## config.mk

```make
export PLATFORM = sky130hd
export DESIGN_NAME = bpf_run_ctrl
export DESIGN_NICKNAME = d
export VERILOG_FILES = /design/src/rtl/bpf_run_ctrl.sv
export SDC_FILE = /design/constraint.sdc
export NUM_CORES = 1
export LEC_CHECK = 0
export CAP_MARGIN = 15
export CORE_MARGIN = 1.5
export CORE_UTILIZATION = 51
export DETAILED_ROUTE_END_ITERATION = 7
export HOLD_SLACK_MARGIN = 0.15
export PLACE_DENSITY = 0.85
export REMOVE_ABC_BUFFERS = 1
export SETUP_SLACK_MARGIN = 0.1
export SLEW_MARGIN = 20
export SYNTH_ARGS = -nofsm -noshare
export SYNTH_HDL_FRONTEND = slang
export SYNTH_SLANG_ARGS = --single-unit
```

## constraint.sdc

```tcl
create_clock -name clk -period 2.6 [get_ports clk]
set_clock_uncertainty 0.15 [all_clocks]
set_input_delay 0.52 -clock clk [delete_from_list [all_inputs] [get_ports clk]]
set_output_delay 0.52 -clock clk [all_outputs]
set_load 0.01 [all_outputs]
```

## src/rtl/bpf_run_ctrl.sv

```systemverilog
// Run sequencer for the BPF filter cpu: clears the pc, runs the job until
// RET / fault / abort / step limit, and hands back a registered verdict.
module bpf_run_ctrl #(
    parameter int MAX_STEPS = 4096,
    parameter int CNT_W     = 16,
    parameter int RET_W     = 32
) (
    input  logic             clk,
    input  logic             rst,
    input  logic             start_valid,
    output logic             start_ready,
    input  logic [15:0]      start_len,
    input  logic             abort,
    output logic             cpu_pc_clr,
    output logic             cpu_run,
    input  logic             cpu_ret,
    input  logic [RET_W-1:0] cpu_ret_val,
    input  logic             cpu_fault,
    output logic             res_valid,
    input  logic             res_ready,
    output logic             res_accept,
    output logic [RET_W-1:0] res_len,
    output logic [1:0]       res_status,
    output logic [CNT_W-1:0] res_steps,
    output logic             busy
);

    typedef enum logic [1:0] {IDLE, CLEAR, RUN, DONE} state_t;

    localparam logic [1:0] ST_OK      = 2'd0;
    localparam logic [1:0] ST_FAULT   = 2'd1;
    localparam logic [1:0] ST_TIMEOUT = 2'd2;
    localparam logic [1:0] ST_ABORT   = 2'd3;

    localparam logic [CNT_W-1:0] LAST_STEP = CNT_W'(MAX_STEPS - 1);
    localparam logic [CNT_W-1:0] ONE       = CNT_W'(1);

    state_t           state_q;
    logic [15:0]      len_q;
    logic [CNT_W-1:0] cnt_q;
    logic             pc_clr_q, run_q, res_valid_q, res_accept_q;
    logic [RET_W-1:0] res_len_q;
    logic [1:0]       res_status_q;
    logic [CNT_W-1:0] res_steps_q;

    logic             exit_d;
    logic [1:0]       status_d;
    logic [RET_W-1:0] ret_d, len_ext, res_len_d;

    // RUN exit decode in priority order; only consulted while in RUN.
    always_comb begin
        exit_d   = 1'b1;
        status_d = ST_OK;
        ret_d    = '0;
        if (cpu_ret) begin
            ret_d = cpu_ret_val;
        end else if (cpu_fault) begin
            status_d = ST_FAULT;
        end else if (abort) begin
            status_d = ST_ABORT;
        end else if (cnt_q == LAST_STEP) begin
            status_d = ST_TIMEOUT;
        end else begin
            exit_d = 1'b0;
        end
        len_ext   = RET_W'(len_q);
        res_len_d = (ret_d < len_ext) ? ret_d : len_ext;
    end

    always_ff @(posedge clk or negedge rst) begin
        if (!rst) begin
            state_q      <= IDLE;
            len_q        <= '0;
            cnt_q        <= '0;
            pc_clr_q     <= 1'b0;
            run_q        <= 1'b0;
            res_valid_q  <= 1'b0;
            res_accept_q <= 1'b0;
            res_len_q    <= '0;
            res_status_q <= ST_OK;
            res_steps_q  <= '0;
        end else begin
            case (state_q)
                IDLE: begin
                    if (start_valid) begin
                        len_q    <= start_len;
                        pc_clr_q <= 1'b1;
                        state_q  <= CLEAR;
                    end
                end
                CLEAR: begin
                    pc_clr_q <= 1'b0;
                    cnt_q    <= '0;
                    if (abort) begin
                        res_valid_q  <= 1'b1;
                        res_accept_q <= 1'b0;
                        res_len_q    <= '0;
                        res_status_q <= ST_ABORT;
                        res_steps_q  <= '0;
                        state_q      <= DONE;
                    end else begin
                        run_q   <= 1'b1;
                        state_q <= RUN;
                    end
                end
                RUN: begin
                    cnt_q <= cnt_q + ONE;
                    if (exit_d) begin
                        run_q        <= 1'b0;
                        res_valid_q  <= 1'b1;
                        res_accept_q <= (res_len_d != '0);
                        res_len_q    <= res_len_d;
                        res_status_q <= status_d;
                        res_steps_q  <= cnt_q + ONE;
                        state_q      <= DONE;
                    end
                end
                DONE: begin
                    if (res_ready) begin
                        res_valid_q <= 1'b0;
                        state_q     <= IDLE;
                    end
                end
                default: state_q <= IDLE;
            endcase
        end
    end

    assign start_ready = (state_q == IDLE);
    assign busy        = (state_q != IDLE);
    assign cpu_pc_clr  = pc_clr_q;
    assign cpu_run     = run_q;
    assign res_valid   = res_valid_q;
    assign res_accept  = res_accept_q;
    assign res_len     = res_len_q;
    assign res_status  = res_status_q;
    assign res_steps   = res_steps_q;

endmodule

```

# [Word-level counts from Yosys, hierarchy flattened]
# Index checks and enable logic that the tools add are counted.
[word_totals] out_inout_bits=56 word_cells=70 input_bits=55 reg_bits=88
[op_classes] order_cmp=1 muxes=37 n_reduce_logical=12 eq_ne=9 add_sub_neg=1
[ops] cell="32-bit 2-to-1 mux" n=4
[ops] cell="16-bit one-hot mux with 2 select lines" n=2
[ops] cell="32-bit one-hot mux with 2 select lines" n=1
[ops] cell="32-bit by 16-bit < comparator with 1-bit output" n=1
[ops] cell="16-bit 2-to-1 mux" n=2
[ops] cell="32-bit nonzero test" n=1
[ops] cell="2-bit 2-to-1 mux" n=9
[ops] cell="16-bit by 1-bit adder with 16-bit output (second input constant)" n=1
[ops] cell="16-bit by 12-bit == test with 1-bit output (second input constant)" n=1
[ops] cell="1-bit 2-to-1 mux" n=13
[ops] cell="2-bit inequality test (second input constant)" n=5
[ops] cell="3-bit AND reduction" n=3
[ops] cell="2-bit one-hot mux with 4 select lines" n=1
[ops] cell="1-bit one-hot mux with 2 select lines" n=3
[ops] cell="2-bit nonzero test" n=3
[ops] cell="2-bit == test (second input constant)" n=2
[ops] cell="2-bit one-hot mux with 2 select lines" n=1
[ops] cell="2-bit AND reduction" n=2
[ops] cell="4-bit AND reduction" n=1
[ops] cell="1-bit one-hot mux with 3 select lines" n=1
[ops] cell="3-bit nonzero test" n=1
[ops] cell="2-bit by 1-bit == test with 1-bit output (second input constant)" n=1
[ops] cell="2-bit zero test" n=1

# [Longest topological paths before layout]
# Gate-level depths: netlist of run 1.
[depth] depth_word=7 depth_mapped=12 ltp_nobuf=8

# [Worst setup path after synthesis of run 1]
# No wires, ideal clock.
[synth_path] path_type="input to register" from="in cpu_ret" to="reg res_len_q[4], in the netlist res_len[4]" n_path_buf=2 t_required_ps=2349 path_slack_ps=-328 cell_stages=9 setup_ps=101 arrival_ps=2678 path_cell_list="clkbuf_1 -> clkbuf_1 -> and2_1 -> ha_1 -> a211oi_1 -> a21oi_2 -> o41a_1 -> or4bb_1 -> o311ai_2"
[synth_between] elab_chain_len=5 word_cells_on_any_way=8 classes_between="order compare (1); eq/ne (1); mux (5); reduce/logical (1)"
[synth_rtl] item="start: declaration" line="16" text="input logic cpu_ret,"
[synth_rtl] item="32-bit 2-to-1 mux" line="55" text="if (cpu_ret) begin"
[synth_rtl] item="32-bit by 16-bit < comparator with 1-bit output" line="67" text="res_len_d = (ret_d < len_ext) ? ret_d : len_ext;"
[synth_rtl] item="32-bit 2-to-1 mux" line="67"
[synth_rtl] item="32-bit 2-to-1 mux" line="108" text="if (exit_d) begin"
[synth_rtl] item="32-bit one-hot mux with 2 select lines" line="83" text="case (state_q)"
[synth_rtl] item="end signal: assignment" line="112" text="res_len_q <= res_len_d;"
[synth_rtl] item="end: declaration" line="42" text="logic [RET_W-1:0] res_len_q;"
# Several ways; a longest one is shown, not always the timed one. The select of a mux whose other input is x is not followed.
# A chain may end at the register's enable or synchronous reset.

# [Final worst setup path of run 1]
[layout_path] from="in cpu_ret_val[30]" to="reg res_len_q[11], in the netlist res_len[11]"
[layout_between] elab_chain_len=5
[layout_rtl] item="start: declaration" line="17" text="input logic [RET_W-1:0] cpu_ret_val,"
[layout_rtl] item="32-bit 2-to-1 mux" line="55"
[layout_rtl] item="32-bit by 16-bit < comparator with 1-bit output" line="67"
[layout_rtl] item="32-bit 2-to-1 mux" line="67"
[layout_rtl] item="32-bit 2-to-1 mux" line="108"
[layout_rtl] item="32-bit one-hot mux with 2 select lines" line="83"
# No other way between the ends. The select of a mux whose other input is x is not followed.

==> flow_metrics.env, run 1 <==
export IMPL_grt_pass1_vias=4210
export IMPL_ioPinCount=111
export IMPL_clkPwrFrac_pct=18.5
export IMPL_startpoint_type="input port"
export IMPL_synthTopCellsByArea="dfrtp_1, ha_1, mux2_2"
export IMPL_rr_endpoint="res_len[11]"
export IMPL_drcViolationCount=0
export IMPL_antennaDiodeCount=0
export IMPL_rows=35
export IMPL_worstPathArrival_ns=2.80
export IMPL_fin_nets=681
export IMPL_grt_max_degree=60
export IMPL_fill_cells=666
export IMPL_root_buffer="clkbuf_8"
export IMPL_antenna_left=0
export IMPL_status="finished with violations"
export IMPL_antenna_found_initial=0
export IMPL_grt_total_usage_pct=25.6
export IMPL_first_pass_iters=5
export IMPL_fmax_mhz=370
export IMPL_slew_viol_final=0
export IMPL_fin_crit_sh_pct=104
export IMPL_start_util_pct=52.6
export IMPL_viasPerCell=5.74
export IMPL_layout_min_cycle_time_ns=2.70
export IMPL_syn_to_final_growth_pct=40.2
export IMPL_grt_pass1_wl_mm=20.2
export IMPL_cts_tree="yes"
export IMPL_power_leakage_nw=2.90
export IMPL_vias=4141
export IMPL_hold_path_endpoint="res_steps[7]"
export IMPL_netSwitchingFraction_pct=40.2
export IMPL_layout_common_cells="clkdlybuf4s50_1, dfrtp_1, nand2_1"
export IMPL_slew_headroom_pct=52.4
export IMPL_die_height_um=100
export IMPL_switchingPower_mw=2.37
export IMPL_synth_edf_count=0
export IMPL_gr_total_overflow=0
export IMPL_insertion_delay_ns=0.37
export IMPL_netlist_area_um2=4840
export IMPL_setup_slack_ns=-0.0998
export IMPL_intPower_mw=3.53
export IMPL_cp_max_fo=8
export IMPL_synth_top_area_share_pct=45.5
export IMPL_coreArea_um2=9200
export IMPL_crit_type="input port to flop"
export IMPL_violations="negative setup slack"
export IMPL_yosysWarningCount=0
export IMPL_cts_num_sinks=88
export IMPL_design_die_area_um2=10100
export IMPL_avgSynthCellArea_um2=10.6
export IMPL_gp_congestion=0.937
export IMPL_drive_above_1_share_pct=25.2
export IMPL_async_flop_share_pct=100
export IMPL_tightest_slew_ns=0.714
export IMPL_dp_slack_ns=-0.688
export IMPL_synthFlopType="dfrtp_1"
export IMPL_setup_viol=16
export IMPL_synth_top_cell_by_area="dfrtp_1"
export IMPL_regToRegSetupSlack_ns=0.10
export IMPL_min_from="res_steps[7]"
export IMPL_wl_mm=13.2
export IMPL_yosysSeqAreaShare_pct=45.5
export IMPL_hold_path_class="flop to flop"
export IMPL_p_seq_share_pct=31.4
export IMPL_synthCells=457
export IMPL_synth_seq_cells=88
export IMPL_die_width_um=100
export IMPL_cap_violations=0
export IMPL_dp_hpwl_mm=8.71
export IMPL_grt_setup_unrepaired="yes"
export IMPL_cts_reportedPaths_clkPinSlew_ns=0.09
export IMPL_holdPathStages=2
export IMPL_peakVddDrop_mv=0.447
export IMPL_reg2reg_depth=8
export IMPL_drt_initial_drc_count=225
export IMPL_power_density_nw_per_um2=869
export IMPL_cts_buffers=9
export IMPL_avgRoutedWirePerCell_um=18.2
export IMPL_final_common_cell="clkdlybuf4s50_1"
export IMPL_combPwrFrac_pct=50.1
export IMPL_holdWs_ns=0.329
export IMPL_rr_startpoint="len_q[1]"
export IMPL_hold_viol=0
export IMPL_postLayoutCellArea_um2=6780
export IMPL_htreeDepth=3
export IMPL_clockBufferDepth=2
export IMPL_tns_ns=-0.488
export IMPL_io_buffer_count=110
export IMPL_yosysUniqueCellTypes=62
export IMPL_cp_end_kind="flop"
export IMPL_post_dp_cell_area_um2=6210
export IMPL_required_ns=2.70
-- Yosys cell counts, types with 9 or more instances --
| master | count |
|---|---|
| o21ai_0 | 14 |
| nand4_1 | 14 |
| clkbuf_1 | 10 |
| nor4_1 | 12 |
| nand2_1 | 54 |
| mux2_2 | 20 |
| inv_1 | 25 |
| nor2_1 | 16 |
| ha_1 | 20 |
| and2_1 | 33 |
| nand3_1 | 15 |
| o2bb2ai_1 | 12 |
| o31ai_1 | 12 |
| o311ai_2 | 9 |
| dfrtp_1 | 88 |
| a21oi_1 | 13 |
-- stage by stage --
step / std cells / util, % / power (mW)
5_1_grt: 722 / 73.7 / 6.24
6_report: 722 / 73.7 / 5.89
4_1_cts: 714 / 71.4 / 5.62
2_1_floorplan: 429 / - / 3.23
3_5_place_dp: 692 / 67.5 / 4.42
3_3_place_gp: 692 / 67.5 / 4.33
-- power groups by stage --
stage	combinational [mW]	clock, mW	sequential [mW]
detailed placement	2.55	0	1.87
global route	3.19	1.17	1.88
CTS	2.67	1.11	1.84
floorplan	1.36	0	1.87
global placement	2.46	0	1.86
finish	2.95	1.09	1.85
-- cell type report --
class                      count  area (um^2)  area share, %
multi-input combinational    313         2570           37.9
sequential                    88         2200           32.5
timing repair buffer         166         1530           22.6
tap                          111          139           2.05
clock buffer                  10          138           2.03
inverter                      28          108           1.59
clock inverter                 6         90.1           1.33
-- cell families (layout without fill, tap and decap cells) --
group                    count (synthesis)  in the layout  synth area share (%)
AO/OA/AOI/OAI                           85             85                  15.3
XOR/XNOR                                12             12                  2.17
adder cells (fa/ha/maj)                 20             20                  5.17
buffers and inverters                   56            210                  6.16
flip-flops                              88             88                  45.5
multiplexers                            26             26                  5.90
AND/OR/NAND/NOR                        170            170                  19.8
-- sequential cells by signal, indices dropped and copies added (netlist names) --
register and count:
res_status 2, cpu_run 1, state_q 2, res_accept 1, len_q 16, cpu_pc_clr 1
res_valid 1, res_len 32, res_steps 16, cnt_q 16
-- critical path, cell delays in order --
cell and delay (ns):
clkdlybuf4s50_1 0.42, nor4_1 0.42, nand4_1 0.25, a221oi_4 0.55, or4bb_1 0.50, o311ai_2 0.13
-- worst max-delay path by stage --
stage | from | endpoint | slack (ns) | cells past startpoint
after floorplan | cpu_ret_val[9] | res_len[10] | -0.75 | 8
after CTS | cpu_ret_val[14] | res_len[10] | 0.10 | 9
after global routing | cpu_ret_val[13] | res_len[11] | -0.09 | 8
after detailed placement | cpu_ret | res_len[6] | -0.69 | 10
after global placement | cpu_ret | res_len[4] | -0.64 | 10
final | cpu_ret_val[30] | res_len[11] | -0.1 | 6
-- per-layer routing --
| metal | track usage, % | share of wire (%) | vias up |
|---|---|---|---|
| met5 | 0 | 0 | - |
| met4 | 12.1 | 3.2 | 0 |
| met3 | 4.32 | 5.0 | 30 |
| met2 | 44.9 | 53 | 152 |
| met1 | 30.7 | 39 | 2021 |
| li1 | - | - | 1938 |
-- what timing repair did --
item | 4_1_cts | 5_1_grt
setup endpoints to repair | 18 | 18
resized for setup | 31 | 31
gates cloned | 1 | 1
pin swaps | 20 | 14
hold endpoints to repair | 57 | 0
hold buffers | 1 | 0
buffers inserted | 4 | 7
Power figures use the tool's default switching activity.
==> run 2, diff against run 1 <==
- GPL_TIMING_DRIVEN: unset -> 0
- SKIP_CTS_REPAIR_TIMING: unset -> 1
==> flow_metrics.env, run 2 (same netlist as run 1, synthesis figures left out) <==
export IMPL_status="finished with violations"
export IMPL_violations="negative setup slack"
export IMPL_holdWs_ns=0.329
export IMPL_crit_type="input port to flop"
export IMPL_root_buffer="clkbuf_8"
export IMPL_hold_path_endpoint="res_steps[12]"
export IMPL_power_density_nw_per_um2=852
export IMPL_cp_end_kind="flop"
export IMPL_dp_slack_ns=-2.22
export IMPL_drcViolationCount=0
export IMPL_clkPwrFrac_pct=16.7
export IMPL_htreeDepth=3
export IMPL_grt_setup_unrepaired="yes"
export IMPL_cp_max_fo=5
export IMPL_startpoint_type="input port"
export IMPL_die_width_um=100
export IMPL_slowest_stage="a221oi_2"
export IMPL_crit_path_max_incr_delay_ns=0.54
export IMPL_fin_crit_sh_pct=100
export IMPL_start_util_pct=52.6
export IMPL_gr_total_overflow=0
export IMPL_layout_common_cells="clkdlybuf4s50_1, dfrtp_1, nand2_1"
export IMPL_avgRoutedWirePerCell_um=18.6
export IMPL_syn_to_final_growth_pct=35.2
export IMPL_tns_ns=-0.00842
export IMPL_use_met1_pct=28.0
export IMPL_antenna_found_initial=0
export IMPL_netSwitchingFraction_pct=43.9
export IMPL_coreArea_um2=9200
export IMPL_tightest_slew_ns=0.704
export IMPL_drt_initial_drc_count=236
export IMPL_regToRegSetupSlack_ns=0.08
export IMPL_dp_hpwl_mm=7.95
export IMPL_hold_viol=0
export IMPL_fmax_mhz=384
export IMPL_rr_startpoint="len_q[1]"
export IMPL_cap_violations=0
export IMPL_final_common_cell="clkdlybuf4s50_1"
export IMPL_io_buffer_count=110
export IMPL_layout_min_cycle_time_ns=2.60
export IMPL_grt_busiest_layer="met2"
export IMPL_cts_num_sinks=88
export IMPL_design_die_area_um2=10100
export IMPL_slew_headroom_pct=53.0
export IMPL_viasPerCell=5.93
export IMPL_drive_above_1_share_pct=21.3
export IMPL_crit_top_cell="nand4_1"
export IMPL_min_from="res_steps[12]"
export IMPL_die_height_um=100
export IMPL_ioPinCount=111
export IMPL_intPower_mw=3.13
export IMPL_setup_slack_ns=-0.00433
export IMPL_crit_chain="clkdlybuf4s50_1 > nor4_1 > nand4_1 > buf_4 > a221oi_2 > nand4_1 > nor2_1 > o31ai_2"
export IMPL_grt_total_usage_pct=22.2
export IMPL_first_pass_iters=4
export IMPL_grt_max_degree=66
export IMPL_cts_reportedPaths_clkPinSlew_ns=0.09
export IMPL_cts_tree="yes"
export IMPL_insertion_delay_ns=0.37
export IMPL_rows=35
export IMPL_post_route_util_pct=71.1
export IMPL_fin_cells=694
export IMPL_worstPathArrival_ns=2.70
export IMPL_p_seq_share_pct=33.5
export IMPL_postLayoutCellArea_um2=6540
export IMPL_antenna_left=0
export IMPL_use_met2_pct=38.9
export IMPL_switchingPower_mw=2.44
export IMPL_grt_pass1_wl_mm=17.8
export IMPL_rr_endpoint="res_len[6]"
export IMPL_post_dp_cell_area_um2=5910
export IMPL_fin_nets=653
export IMPL_hold_path_class="flop to flop"
export IMPL_wl_mm=12.9
export IMPL_power_mw=5.57
export IMPL_required_ns=2.70
export IMPL_combPwrFrac_pct=49.7
export IMPL_setup_viol=2
export IMPL_grt_pass1_vias=3698
export IMPL_peakVddDrop_mv=0.455
export IMPL_largest_register_ffs=32
export IMPL_power_leakage_nw=2.80
export IMPL_cts_buffers=9
export IMPL_holdPathStages=2
export IMPL_slew_viol_final=0
export IMPL_vias=4113
export IMPL_clockBufferDepth=2
export IMPL_place_inst=651
export IMPL_reg2reg_depth=8
export IMPL_gp_congestion=0.922
export IMPL_use_met3_pct=2.99
export IMPL_antennaDiodeCount=0
-- run 2: power groups by stage --
stage / registers [mW] / logic [mW] / clock network [mW]
floorplan: 1.87 / 1.36 / 0
global placement: 1.86 / 2.11 / 0
detailed placement: 1.88 / 2.22 / 0
CTS: 1.85 / 2.24 / 0.940
global route: 1.89 / 2.99 / 0.994
finish: 1.87 / 2.77 / 0.932
-- run 2: routing by layer --
| layer | vias up | part of all wire, % |
|---|---|---|
| met1 | 1992 | 42 |
| li1 | 1897 | - |
| met4 | 0 | 3.0 |
| met2 | 187 | 50 |
| met5 | - | 0 |
| met3 | 37 | 5.3 |
-- run 2: worst max-delay path by stage --
| stage | startpoint | endpoint | slack [ns] | cells after the start |
|---|---|---|---|---|
| 2_1_floorplan | cpu_ret_val[9] | res_len[10] | -0.75 | 8 |
| 3_3_place_gp | cpu_ret | res_len[12] | -2.44 | 9 |
| 3_5_place_dp | cpu_ret | res_len[12] | -2.22 | 9 |
| 4_1_cts | cpu_ret | res_len[12] | -1.82 | 9 |
| 5_1_grt | cpu_ret_val[28] | res_accept | -0.07 | 8 |
| 6_report | cpu_ret_val[28] | res_accept | -0.004 | 8 |
-- run 2: critical path: cells and delay by family --
family                 cells  cell delay, ns
AOI/OAI and AO/OA          2            0.63
and+or+nand+nor            4            0.91
buffers and inverters      2            0.64
-- run 2: cell type report --
| type | count | area, um^2 |
|---|---|---|
| Fill cell | 651 | 2660 |
| Multi-Input combinational cell | 317 | 2570 |
| Sequential cell | 88 | 2200 |
| Timing Repair Buffer | 133 | 1320 |
| Tap cell | 111 | 139 |
| Clock buffer | 9 | 124 |
| Inverter | 28 | 115 |
| Clock inverter | 7 | 60.1 |
| Timing Repair inverter | 1 | 5.00 |
==> run 3, diff against run 2 <==
--- a/constraint.sdc
+++ b/constraint.sdc
@@ -4,2 +4,2 @@
 set_output_delay 0.52 -clock clk [all_outputs]
-set_load 0.01 [all_outputs]
+set_load 0.02 [all_outputs]
==> flow_metrics.env, run 3 (same netlist as run 1, synthesis figures left out) <==
export IMPL_fin_crit_sh_pct=101
export IMPL_drive_above_1_share_pct=21.5
export IMPL_clockBufferDepth=2
export IMPL_drcViolationCount=0
export IMPL_power_density_nw_per_um2=870
export IMPL_insertion_delay_ns=0.38
export IMPL_grt_max_degree=66
export IMPL_cts_tree="yes"
export IMPL_fin_nets=652
export IMPL_postLayoutCellArea_um2=6570
export IMPL_hold_viol=0
export IMPL_hold_path_class="flop to flop"
export IMPL_cts_buffers=9
export IMPL_syn_to_final_growth_pct=35.9
export IMPL_regToRegSetupSlack_ns=0.10
export IMPL_grt_pass1_wl_mm=17.8
export IMPL_setup_slack_ns=-0.0224
export IMPL_cts_num_sinks=88
export IMPL_wl_mm=13.1
export IMPL_ioPinCount=111
export IMPL_layout_min_cycle_time_ns=2.62
export IMPL_slew_viol_final=0
export IMPL_crit_path_max_incr_delay_ns=0.51
export IMPL_holdWs_ns=0.329
export IMPL_design_die_area_um2=10100
export IMPL_crit_chain="clkdlybuf4s50_1 > nor4_1 > nand4_1 > buf_4 > a221oi_2 > nand4_1 > nor2_1 > o31ai_2"
export IMPL_gr_total_overflow=0
export IMPL_grt_pass1_vias=3698
export IMPL_violations="negative setup slack"
export IMPL_required_ns=2.70
export IMPL_crit_type="input port to flop"
export IMPL_start_util_pct=52.6
export IMPL_rows=35
export IMPL_die_height_um=100
export IMPL_vias=4172
export IMPL_post_dp_cell_area_um2=5910
export IMPL_gp_congestion=0.922
export IMPL_dp_hpwl_mm=7.95
export IMPL_antennaDiodeCount=0
export IMPL_tns_ns=-0.0287
export IMPL_status="finished with violations"
export IMPL_cap_violations=0
export IMPL_final_common_cell="clkdlybuf4s50_1"
export IMPL_grt_total_usage_pct=22.2
export IMPL_tightest_slew_ns=0.697
export IMPL_io_buffer_count=110
export IMPL_largest_register_ffs=32
export IMPL_peakVddDrop_mv=0.488
export IMPL_antenna_found_initial=0
export IMPL_first_pass_iters=7
export IMPL_root_buffer="clkbuf_8"
export IMPL_drt_initial_drc_count=196
export IMPL_grt_setup_unrepaired="yes"
export IMPL_startpoint_type="input port"
export IMPL_power_leakage_nw=2.81
export IMPL_die_width_um=100
export IMPL_top_layer="met4"
export IMPL_wl_met3_um=762
export IMPL_setup_viol=2
export IMPL_cts_reportedPaths_clkPinSlew_ns=0.09
export IMPL_viasPerCell=6.02
export IMPL_slowest_stage="a221oi_2"
export IMPL_antenna_left=0
export IMPL_htreeDepth=3
export IMPL_layout_common_cells="clkdlybuf4s50_1, dfrtp_1, nand2_1"
export IMPL_cp_max_fo=5
export IMPL_crit_top_cell="nand4_1"
export IMPL_met2WireLength_mm=6.52
export IMPL_avgRoutedWirePerCell_um=18.9
export IMPL_fmax_mhz=381
export IMPL_m1WireLength_mm=5.22
export IMPL_coreArea_um2=9200
export IMPL_worstPathArrival_ns=2.73
export IMPL_slew_headroom_pct=53.4
export IMPL_cp_end_kind="flop"
-- run 3: cell count changes in the layout (fill, tap and decap cells not counted) --
cell and change:
clkdlybuf4s50_1 -1, a21oi_4 +1, a31oi_2 -1, a31oi_4 +1, ha_4 +2, ha_1 -1, a21oi_2 -1, ha_2 -1
and2_1 -1, dlymetal6s2s_1 +1
-- run 3: worst max-delay path, delay by kind of cell --
kind                   cells  cell delay, ns
AND/OR/NAND/NOR            4            0.99
AO/OA/AOI/OAI              2            0.60
buffers and inverters      2            0.62
-- run 3: layer usage --
| layer | up-vias | global-route usage, % |
|---|---|---|
| li1 | 1887 | - |
| met1 | 2012 | 28.0 |
| met2 | 213 | 38.9 |
| met3 | 60 | 2.99 |
| met4 | 0 | 8.34 |
| met5 | - | 0 |
-- run 3: where the power goes --
group / switching [mW] / internal, mW / leakage, nW
Clock: 0.563 / 0.370 / 0.0973
Combinational: 1.78 / 1.13 / 1.55
Sequential: 0.224 / 1.64 / 1.17
Total: 2.57 / 3.15 / 2.81
-- run 3: worst paths after layout --
check / from / to / cells past startpoint
worst min-delay path: res_steps[12] / res_steps[12] / 2
max in group asynchronous: rst / res_len[1] / 3
worst max-delay path: cpu_ret_val[28] / res_accept / 8
min in group asynchronous: rst / res_len[18] / 2
worst min register to register: res_steps[12] / res_steps[12] / 2
worst max register to register: len_q[6] / res_len[11] / 7
-- run 3: per-stage QoR --
stage          instances  util, %  setup slack (ns)  power (mW)
2_1_floorplan        429        -            -0.754        3.33
3_3_place_gp         650     64.0             -2.44        4.07
3_5_place_dp         651     64.3             -2.22        4.20
4_1_cts              667     66.3             -1.82        5.13
5_1_grt              693     71.5            -0.130        6.03
6_report             693     71.5           -0.0224        5.72
-- run 3: final cells by class --
class	count	area, um^2
well taps	111	139
clock buffers	9	124
clock inverters	7	60.1
repair inverters	1	5.00
multi-input cells	316	2610
flip-flops and latches	88	2200
fillers	644	2620
repair buffers	133	1320
inverters	28	115
